## config.mk

```make
export PLATFORM = sky130hd
export DESIGN_NAME = ls_decode_stage
export DESIGN_NICKNAME = d
export VERILOG_FILES = /design/src/rtl/ls_pkg.sv /design/src/rtl/ls_lane_decode.sv /design/src/rtl/ls_decode_stage.sv
export SDC_FILE = /design/constraint.sdc
export NUM_CORES = 1
export LEC_CHECK = 0
export CORE_MARGIN = 2
export CORE_UTILIZATION = 25
export CTS_CLUSTER_DIAMETER = 100
export DETAILED_ROUTE_END_ITERATION = 8
export HOLD_SLACK_MARGIN = 0.15
export MAX_ROUTING_LAYER = met4
export PLACE_DENSITY = 0.48
export SYNTH_ARGS = -nofsm -noshare
export SYNTH_HDL_FRONTEND = slang
export SYNTH_SLANG_ARGS = --single-unit
```

## constraint.sdc

```tcl
create_clock -name clk_i -period 8.08 [get_ports clk_i]
set_clock_uncertainty 0.15 [all_clocks]
set_input_delay 1.616 -clock clk_i [delete_from_list [all_inputs] [get_ports clk_i]]
set_output_delay 1.616 -clock clk_i [all_outputs]
set_load 0.02 [all_outputs]
```

## src/rtl/ls_pkg.sv

```systemverilog
// Shared definitions for the load/store decode path: opcodes, funct3 codes,
// the 4-bit lane type encoding and instruction field positions.
package ls_pkg;

    localparam logic [6:0] OPC_LOAD  = 7'b0000011;
    localparam logic [6:0] OPC_STORE = 7'b0100011;

    localparam logic [2:0] F3_B  = 3'b000;
    localparam logic [2:0] F3_H  = 3'b001;
    localparam logic [2:0] F3_W  = 3'b010;
    localparam logic [2:0] F3_BU = 3'b100;
    localparam logic [2:0] F3_HU = 3'b101;

    localparam int OPC_LSB      = 0;
    localparam int RD_LSB       = 7;
    localparam int F3_LSB       = 12;
    localparam int RS1_LSB      = 15;
    localparam int RS2_LSB      = 20;
    localparam int IMM_I_LSB    = 20;
    localparam int IMM_S_HI_LSB = 25;
    localparam int IMM_S_LO_LSB = 7;

    localparam int REG_W  = 5;
    localparam int IMM_W  = 12;
    localparam int TYPE_W = 4;

    // Bit 3 flags an unsigned load; 0111 is reserved for "not a load/store".
    typedef enum logic [TYPE_W-1:0] {
        LS_LW   = 4'b0000,
        LS_LH   = 4'b0001,
        LS_LB   = 4'b0010,
        LS_SW   = 4'b0100,
        LS_SH   = 4'b0101,
        LS_SB   = 4'b0110,
        LS_NONE = 4'b0111,
        LS_LHU  = 4'b1001,
        LS_LBU  = 4'b1010
    } ls_type_t;

    function automatic logic is_store_type(ls_type_t t);
        return (t == LS_SW) || (t == LS_SH) || (t == LS_SB);
    endfunction

endpackage

```

## src/rtl/ls_lane_decode.sv

```systemverilog
// Combinational decode of one lane: classifies a load/store and pulls out
// its register fields and 12-bit immediate; everything else decodes as LS_NONE.
module ls_lane_decode
    import ls_pkg::*;
#(
    parameter int INS_WIDTH = 32
) (
    input  logic [INS_WIDTH-1:0] ins_i,
    input  logic                 valid_i,
    output logic                 ls_valid_o,
    output ls_type_t             type_o,
    output logic [IMM_W-1:0]     imm_o,
    output logic [REG_W-1:0]     rs1_o,
    output logic [REG_W-1:0]     rs2_o,
    output logic [REG_W-1:0]     rd_o
);

    logic [6:0] opcode;
    logic [2:0] funct3;
    ls_type_t   lane_type;

    assign opcode = ins_i[OPC_LSB +: 7];
    assign funct3 = ins_i[F3_LSB +: 3];

    // funct7 is deliberately not part of the key.
    always_comb begin
        lane_type = LS_NONE;
        if (valid_i && (opcode == OPC_LOAD)) begin
            case (funct3)
                F3_B:    lane_type = LS_LB;
                F3_H:    lane_type = LS_LH;
                F3_W:    lane_type = LS_LW;
                F3_BU:   lane_type = LS_LBU;
                F3_HU:   lane_type = LS_LHU;
                default: lane_type = LS_NONE;
            endcase
        end else if (valid_i && (opcode == OPC_STORE)) begin
            case (funct3)
                F3_B:    lane_type = LS_SB;
                F3_H:    lane_type = LS_SH;
                F3_W:    lane_type = LS_SW;
                default: lane_type = LS_NONE;
            endcase
        end
    end

    always_comb begin
        ls_valid_o = 1'b0;
        type_o     = lane_type;
        imm_o      = '0;
        rs1_o      = '0;
        rs2_o      = '0;
        rd_o       = '0;
        if (lane_type != LS_NONE) begin
            ls_valid_o = 1'b1;
            rs1_o      = ins_i[RS1_LSB +: REG_W];
            if (is_store_type(lane_type)) begin
                imm_o = {ins_i[IMM_S_HI_LSB +: 7], ins_i[IMM_S_LO_LSB +: 5]};
                rs2_o = ins_i[RS2_LSB +: REG_W];
            end else begin
                imm_o = ins_i[IMM_I_LSB +: IMM_W];
                rd_o  = ins_i[RD_LSB +: REG_W];
            end
        end
    end

endmodule

```

## src/rtl/ls_decode_stage.sv

```systemverilog
// N-lane load/store decode stage: per-lane decode, LSQ tag allocation,
// credit-gated acceptance and a single valid/ready output register.
module ls_decode_stage
    import ls_pkg::*;
#(
    parameter int INS_WIDTH = 32,
    parameter int ISSUE_W   = 2,
    parameter int LSQ_DEPTH = 8,
    parameter int TAG_W     = $clog2(LSQ_DEPTH),
    parameter int CNT_W     = $clog2(LSQ_DEPTH + 1)
) (
    input  logic                         clk_i,
    input  logic                         rst_ni,
    input  logic                         flush_i,
    input  logic [ISSUE_W-1:0]           ins_valid_i,
    input  logic [ISSUE_W*INS_WIDTH-1:0] ins_i,
    output logic                         in_ready_o,
    output logic                         out_valid_o,
    input  logic                         out_ready_i,
    output logic [ISSUE_W-1:0]           ls_valid_o,
    output logic [ISSUE_W*TYPE_W-1:0]    ls_type_o,
    output logic [ISSUE_W*IMM_W-1:0]     ls_imm_o,
    output logic [ISSUE_W*REG_W-1:0]     ls_rs1_o,
    output logic [ISSUE_W*REG_W-1:0]     ls_rs2_o,
    output logic [ISSUE_W*REG_W-1:0]     ls_rd_o,
    output logic [ISSUE_W*TAG_W-1:0]     ls_tag_o,
    input  logic [CNT_W-1:0]             lsq_free_i
);

    localparam int                   SUM_W       = CNT_W + 1;
    localparam logic [CNT_W-1:0]     CREDIT_MAX  = CNT_W'(LSQ_DEPTH);
    localparam logic [TYPE_W-1:0]    NONE_BITS   = LS_NONE;
    localparam logic [ISSUE_W*TYPE_W-1:0] TYPE_IDLE = {ISSUE_W{NONE_BITS}};

    // Per-lane decode results
    logic [ISSUE_W-1:0]           dec_valid;
    logic [ISSUE_W*TYPE_W-1:0]    dec_type;
    logic [ISSUE_W*IMM_W-1:0]     dec_imm;
    logic [ISSUE_W*REG_W-1:0]     dec_rs1;
    logic [ISSUE_W*REG_W-1:0]     dec_rs2;
    logic [ISSUE_W*REG_W-1:0]     dec_rd;
    logic [ISSUE_W*TAG_W-1:0]     dec_tag;
    ls_type_t                     lane_type [ISSUE_W];
    logic [CNT_W-1:0]             ls_before [ISSUE_W+1];

    // Registered state
    logic                         out_valid_q, out_valid_d;
    logic [ISSUE_W-1:0]           valid_q, valid_d;
    logic [ISSUE_W*TYPE_W-1:0]    type_q, type_d;
    logic [ISSUE_W*IMM_W-1:0]     imm_q, imm_d;
    logic [ISSUE_W*REG_W-1:0]     rs1_q, rs1_d;
    logic [ISSUE_W*REG_W-1:0]     rs2_q, rs2_d;
    logic [ISSUE_W*REG_W-1:0]     rd_q, rd_d;
    logic [ISSUE_W*TAG_W-1:0]     tag_q, tag_d;
    logic [TAG_W-1:0]             tag_ptr_q, tag_ptr_d;
    logic [CNT_W-1:0]             credit_q, credit_d;

    logic                         in_ready;
    logic                         accept;
    logic [CNT_W-1:0]             n_ls;
    logic [SUM_W-1:0]             credit_sum;

    assign ls_before[0] = '0;

    // ls_before[k] counts LS lanes below lane k, giving each lane its tag offset.
    generate
        for (genvar gi = 0; gi < ISSUE_W; gi++) begin : g_lane
            ls_lane_decode #(
                .INS_WIDTH (INS_WIDTH)
            ) u_dec (
                .ins_i      (ins_i[gi*INS_WIDTH +: INS_WIDTH]),
                .valid_i    (ins_valid_i[gi]),
                .ls_valid_o (dec_valid[gi]),
                .type_o     (lane_type[gi]),
                .imm_o      (dec_imm[gi*IMM_W +: IMM_W]),
                .rs1_o      (dec_rs1[gi*REG_W +: REG_W]),
                .rs2_o      (dec_rs2[gi*REG_W +: REG_W]),
                .rd_o       (dec_rd[gi*REG_W +: REG_W])
            );

            assign dec_type[gi*TYPE_W +: TYPE_W] = lane_type[gi];
            assign ls_before[gi+1] = ls_before[gi] + CNT_W'(dec_valid[gi]);
            assign dec_tag[gi*TAG_W +: TAG_W] =
                dec_valid[gi] ? (tag_ptr_q + ls_before[gi][TAG_W-1:0]) : '0;
        end
    endgenerate

    assign n_ls = ls_before[ISSUE_W];

    // Credit check assumes a full bundle so readiness never looks at the instructions.
    assign in_ready = (!out_valid_q || out_ready_i)
                    && (credit_q >= CNT_W'(ISSUE_W))
                    && !flush_i;
    assign accept   = in_ready && (|ins_valid_i);

    assign credit_sum = {1'b0, credit_q}
                      - (accept ? {1'b0, n_ls} : '0)
                      + {1'b0, lsq_free_i};

    always_comb begin
        out_valid_d = out_valid_q;
        valid_d     = valid_q;
        type_d      = type_q;
        imm_d       = imm_q;
        rs1_d       = rs1_q;
        rs2_d       = rs2_q;
        rd_d        = rd_q;
        tag_d       = tag_q;
        tag_ptr_d   = tag_ptr_q;
        credit_d    = credit_q;

        if (flush_i) begin
            out_valid_d = 1'b0;
            valid_d     = '0;
            type_d      = TYPE_IDLE;
            imm_d       = '0;
            rs1_d       = '0;
            rs2_d       = '0;
            rd_d        = '0;
            tag_d       = '0;
            tag_ptr_d   = '0;
            credit_d    = CREDIT_MAX;
        end else begin
            if (accept) begin
                out_valid_d = 1'b1;
                valid_d     = dec_valid;
                type_d      = dec_type;
                imm_d       = dec_imm;
                rs1_d       = dec_rs1;
                rs2_d       = dec_rs2;
                rd_d        = dec_rd;
                tag_d       = dec_tag;
                tag_ptr_d   = tag_ptr_q + n_ls[TAG_W-1:0];
            end else if (out_ready_i) begin
                out_valid_d = 1'b0;
                valid_d     = '0;
                type_d      = TYPE_IDLE;
                imm_d       = '0;
                rs1_d       = '0;
                rs2_d       = '0;
                rd_d        = '0;
                tag_d       = '0;
            end
            // Over-return of credits is illegal; clamp rather than wrap.
            if (credit_sum > SUM_W'(LSQ_DEPTH)) begin
                credit_d = CREDIT_MAX;
            end else begin
                credit_d = credit_sum[CNT_W-1:0];
            end
        end
    end

    always_ff @(posedge clk_i) begin
        if (!rst_ni) begin
            out_valid_q <= 1'b0;
            valid_q     <= '0;
            type_q      <= TYPE_IDLE;
            imm_q       <= '0;
            rs1_q       <= '0;
            rs2_q       <= '0;
            rd_q        <= '0;
            tag_q       <= '0;
            tag_ptr_q   <= '0;
            credit_q    <= CREDIT_MAX;
        end else begin
            out_valid_q <= out_valid_d;
            valid_q     <= valid_d;
            type_q      <= type_d;
            imm_q       <= imm_d;
            rs1_q       <= rs1_d;
            rs2_q       <= rs2_d;
            rd_q        <= rd_d;
            tag_q       <= tag_d;
            tag_ptr_q   <= tag_ptr_d;
            credit_q    <= credit_d;
        end
    end

    a_credit_bound: assert property (@(posedge clk_i) disable iff (!rst_ni || flush_i)
        credit_sum <= SUM_W'(LSQ_DEPTH));

    assign in_ready_o  = in_ready;
    assign out_valid_o = out_valid_q;
    assign ls_valid_o  = valid_q;
    assign ls_type_o   = type_q;
    assign ls_imm_o    = imm_q;
    assign ls_rs1_o    = rs1_q;
    assign ls_rs2_o    = rs2_q;
    assign ls_rd_o     = rd_q;
    assign ls_tag_o    = tag_q;

endmodule

```

======== Word level (Yosys, flattened, before mapping) ========
Cells that the tools add are included.
cells by class
  add/sub/neg operators ................... 5
  order comparisons ....................... 2
  eq/ne operators ......................... 20
  mux-type cells .......................... 41
  bitwise gates (word level) .............. 1
  reduce and logical (&&, ||, !) cells .... 20
operators with widths
  kind                  number
  $mux W5               12
  $mux W24              2
  $mux W10              4
  $pmux W4 S5           2
  $eq A4 B3 Y1 const B  6
  $mux W12              2
  $mux W4               4
  $mux W8               2
  $eq A7 B2 Y1 const B  2
  $eq A7 B6 Y1 const B  2
  $eq A3 B3 Y1 const B  4
  $mux W6               2
  $pmux W2 S3           2
  $ne A4 B3 Y1 const B  2
  $logic_and A1 B1 Y1   7
  $eq A3 B1 Y1 const B  2
  $eq A3 B2 Y1 const B  2
  $logic_not A3 Y1      2
  $mux W2               3
  $mux W3               2
  $add A5 B4 Y5         1
  $gt A5 B4 Y1 const B  1
  $logic_or A1 B1 Y1    5
  $sub A4 B2 Y5         1
  10 further kinds      15
word-level totals
  register bits after elaboration ......... 78
  input port bits ......................... 74
  output and inout port bits .............. 72
  word-level logic and storage cells ...... 99

======== Logic depth before layout (Yosys ltp) ========
  word-level depth ........................ 12
  mapped depth ............................ 15
  mapped depth without buffers ............ 14

======== By module ========
Synthesis repeated with hierarchy kept, for this count alone.
second synthesis, totals
  cells, all modules ...................... 504
  area total of the unflattened synthesis .. 4117.7 sq um
by module, submodules not included
  module           times used  cells an instance  area each (sq um)  seq. area each (sq um)
  ls_decode_stage  1           386                3349.5             1561.5
  ls_lane_decode   2           59                 384.1              0.0

======== Worst setup path after synthesis ========
No wires, ideal clock.
  path kind ............................... input port to flip-flop
  from .................................... input port ins_i[35]
  to ...................................... register credit_q[2]
  setup time .............................. 0.114 ns
  arrival time ............................ 4.467 ns
  required time ........................... 7.816 ns
  setup slack ............................. 3.348 ns
  stages on the path ...................... 14
  buffers on the path ..................... 1
  cell sequence ........................... nor4bb_1 > clkbuf_1 > and2_1 > and3_1 > ha_1 > inv_1 > nor2_1 > fa_1 > inv_1 > ha_1 > a21o_1 > a21o_1 > or3_1 > a2111oi_0
between the ends
  word-level cells in the longest chain between the ends .. 12
  elaborated cells between the ends (all ways) .. 14
  classes of those cells .................. add/sub (3); order compare (1); eq/ne (3); mux (4); reduce/logical (3)
ends and longest elaborated chain
  item                        line                    source
  start: declaration          ls_decode_stage.sv:16   input logic [ISSUE_W*INS_WIDTH-1:0] ins_i,
  $eq A7 B6 Y1                ls_lane_decode.sv:37    end else if (valid_i && (opcode == OPC_STORE)) begin
  $logic_and A1 B1 Y1         ls_lane_decode.sv:37
  $mux W4                     ls_lane_decode.sv:37
  $mux W4 (*)                 ls_lane_decode.sv:28    if (valid_i && (opcode == OPC_LOAD)) begin
  $ne A4 B3 Y1 (*)            ls_lane_decode.sv:54    if (lane_type != LS_NONE) begin
  $mux W1 (*)                 ls_lane_decode.sv:54
  $add A1 B1 Y2 (*)           ls_decode_stage.sv:82   assign ls_before[gi+1] = ls_before[gi] + CNT_W'(dec_valid[gi]);
  $mux W2 (*)                 ls_decode_stage.sv:97   - (accept ? {1'b0, n_ls} : '0)
  $sub A4 B2 Y5 (*)           ls_decode_stage.sv:97
  $add A5 B4 Y5 (*)           ls_decode_stage.sv:98   + {1'b0, lsq_free_i};
  $gt A5 B4 Y1                ls_decode_stage.sv:145  if (credit_sum > SUM_W'(LSQ_DEPTH)) begin
  $reduce_or A3 Y1 (no line)  n/a
  end signal: assignment      ls_decode_stage.sv:175  credit_q <= credit_d;
  end: declaration            ls_decode_stage.sv:56   logic [CNT_W-1:0] credit_q, credit_d;
Mark *: on every way between the ends. The rest lies on a longest branch, timed or not.
A chain may end at the register's enable or synchronous reset.

======== Worst setup path in the final report ========
  from .................................... input port ins_i[32]
  to ...................................... register credit_q[2]
Same word-level chain as after synthesis.

==> metrics.csv <==
metric;value;unit
Yosys warning count;0;
simple logic cell fraction of the synthesized area;20.49;%
Sinks on Clock Net;78;
Die Ht;123.2;µm
clock root cell;clkbuf_16;
first-iteration detailed-routing DRC count;242;
Max Slew Vio Count;0;
worst slew pin tran;1180;ps
antenna violations before repair;0;
worst endpoint required time;8140;ps
crit path max fanout;26;
DRT Wirelength;11480;µm
Area growth, synth to finish;53.36;%
final cell count without fillers;698;
crit path DAT;5370;ps
Yosys reg bits;78;
CTS-repair resized insts;0;
PwrDens;170.5;nW/µm²
Cells after Synth;384;
outcome;complete, no violations;
crit path kind;primary input to flop;
adder-cell share of the synthesized area;5.561;%
number of cell rows;43;
DR vias/cell;4.847;
Final Cycle Share;65.69;%
Final Hold Viols;0;
max-cap violation count;0;
clk buf depth;2;
TritonCTS clock tree;built;
Leakage Power;1.960;nW
most used flip-flop cell after synthesis;dfxtp_1;
DR vias;3383;
compound-gate portion of the synthesized area;21.54;%
Nets;601;
RSZ-0062 raised after global routing;false;
hpwl dp;8657;µm
gr usage total;15.85;%
total grt overflow;0;
Die ar.;15190;µm²
Cell variety after synth;56;
Final Critical Period;5308;ps
share of cells above drive strength 1;6.757;%
# diodes;0;
I/O pins;146;
largest net degree at the start of global routing;44;
Num CTS Buffers;9;
Post-Synth XOR/XNOR Area;0.9856;%
Die Wd;123.2;µm
IO buf count;145;
Detailed Routing Iterations Pass 1;5;
Cells after DPL;682;
combinational family with the most area after synthesis;compound AO/OA/AOI/OAI gates;
first-pass GRT wire length;17750;µm
post-synthesis average cell area;9.257;µm²
highest clock rate;188.4;MHz
Initial Util;25.61;%
syn nets;472;
HP Class;flop to flop;
hold_buf cts;0;
worst vdd ir;0.00009277;V
routed length per instance;16.44;µm
fraction of registers with async set/reset;0;%
core area;13880;µm²
H-tree Lvls;3;
CTS clk-pin slew, worst paths;60;ps
crit end category;flop;
Worst setup SP type;primary input;
final setup vio count;0;
setup bufs post-CTS;0;
Post-synth EDFFs;0;
latest clock arrival within the worst-skew pair;340;ps
GP Congestion;0.8197;
Seq/Total Area, Yosys;43.93;%
Syn Std Cell Area;3555;µm²
Setup TNS;0;ps
Slew headroom;21.08;%
multiplexer share of the synthesized area;0;%
vias in the first global route;3303;
Detail Route Antenna Nets;0;
# DRC;0;
[cell usage after synthesis (all sizes together), types with 7 or more instances]
cell type,n,area share (%)
dfxtp,78,44
o21ai,9,1.3
nand2,41,4.3
a31oi,21,3.7
a22o,29,7.1
and3,7,1.2
inv,29,3.1
a21oi,17,2.4
clkbuf,13,1.4
nor2,11,1.2
buf,18,3.1
nand4,33,6.0
ha,11,3.9
[sequential cells by signal, summed over array words and instances (netlist names)]
name / count
out_valid_o: 1
ls_imm_o: 24
ls_rd_o: 10
tag_ptr_q: 3
ls_type_o: 8
ls_rs1_o: 10
ls_rs2_o: 10
ls_valid_o: 2
credit_q: 4
ls_tag_o: 6
[layer usage]
metal / vias up / GRT usage [%] / routed length (µm)
met4: 0 / 7.955 / 299
met2: 80 / 24.45 / 5424
met3: 18 / 2.076 / 467
li1: 1675 / - / -
met5: - / - / 0
met1: 1610 / 20.36 / 5285
[power breakdown]
| part | total [W] | internal, W | leakage [nW] | switching, W |
|---|---|---|---|---|
| combinational | 0.000109 | 0.0000528 | 1.18 | 0.0000558 |
| sequential | 0.000387 | 0.000386 | 0.629 | 0.00000107 |
| clock | 0.000434 | 0.000270 | 0.152 | 0.000164 |
| total | 0.000930 | 0.000709 | 1.96 | 0.000220 |
[critical path, cell delays in order]
cell and delay, ps:
clkdlybuf4s50_1 480, nor4bb_4 300, buf_4 300, and2_1 200
and3_1 190, ha_1 150, inv_1 60, nor2_1 140
fa_1 480, inv_1 80, ha_1 220, a21o_1 150
a21o_1 180, or3_1 400, a2111oi_0 400
[cells by family after synthesis]
logic type	after synthesis
buf+inv	60
simple gates	124
xor+xnor	4
fa+ha+maj	14
flops	78
compound gates	104
[cells in the final DEF, fill, tap and decap left out, types with 3 or more instances in the layout]
master,n
clkdlybuf4s50_1,145
dfxtp_1,78
nand2_1,41
nand4_1,32
inv_1,29
a22o_1,29
a31oi_1,20
a21oi_1,17
nor2_1,11
ha_1,11
clkbuf_16,9
and3_1,7
o21ai_0,7
o31ai_1,5
a32o_1,5
and2_1,4
nor2b_1,4
buf_4,4
nand3_1,3
a21o_1,3
fa_1,3
[through the flow]
stage                     hold WS, ps  cell area [µm²]  setup WS (ps)  utilization [%]  total power [W]
after floorplan                 307.9             3555           3348                -        0.0004478
after global placement          294.4             5136           2596            37.00        0.0005034
after detailed placement        293.6             5136           2456            37.00        0.0005046
after CTS                       302.0             5451           2793            39.27        0.0009392
after global routing            321.0             5451           2522            39.27        0.0009673
final                           301.8             5451           2772            39.27        0.0009296
[cell type report]
class | instances | area, µm²
Tap cell | 180 | 225.2
Fill cell | 1402 | 8429
Multi-Input combinational cell | 246 | 1759
Inverter | 29 | 108.9
Timing Repair Buffer | 149 | 1481
Clock buffer | 10 | 229.0
Sequential cell | 78 | 1562
Clock inverter | 6 | 86.33
[final timing paths]
path,to,cells after the start,start,slack [ps]
worst min register to register,ls_rd_o[2],2,ls_rd_o[2],300
worst max register to register,credit_q[2],10,credit_q[1],4640
worst max-delay path,credit_q[2],15,ins_i[32],2770
worst min-delay path,ls_rd_o[2],2,ls_rd_o[2],300
Power figures use the tool's default switching activity.
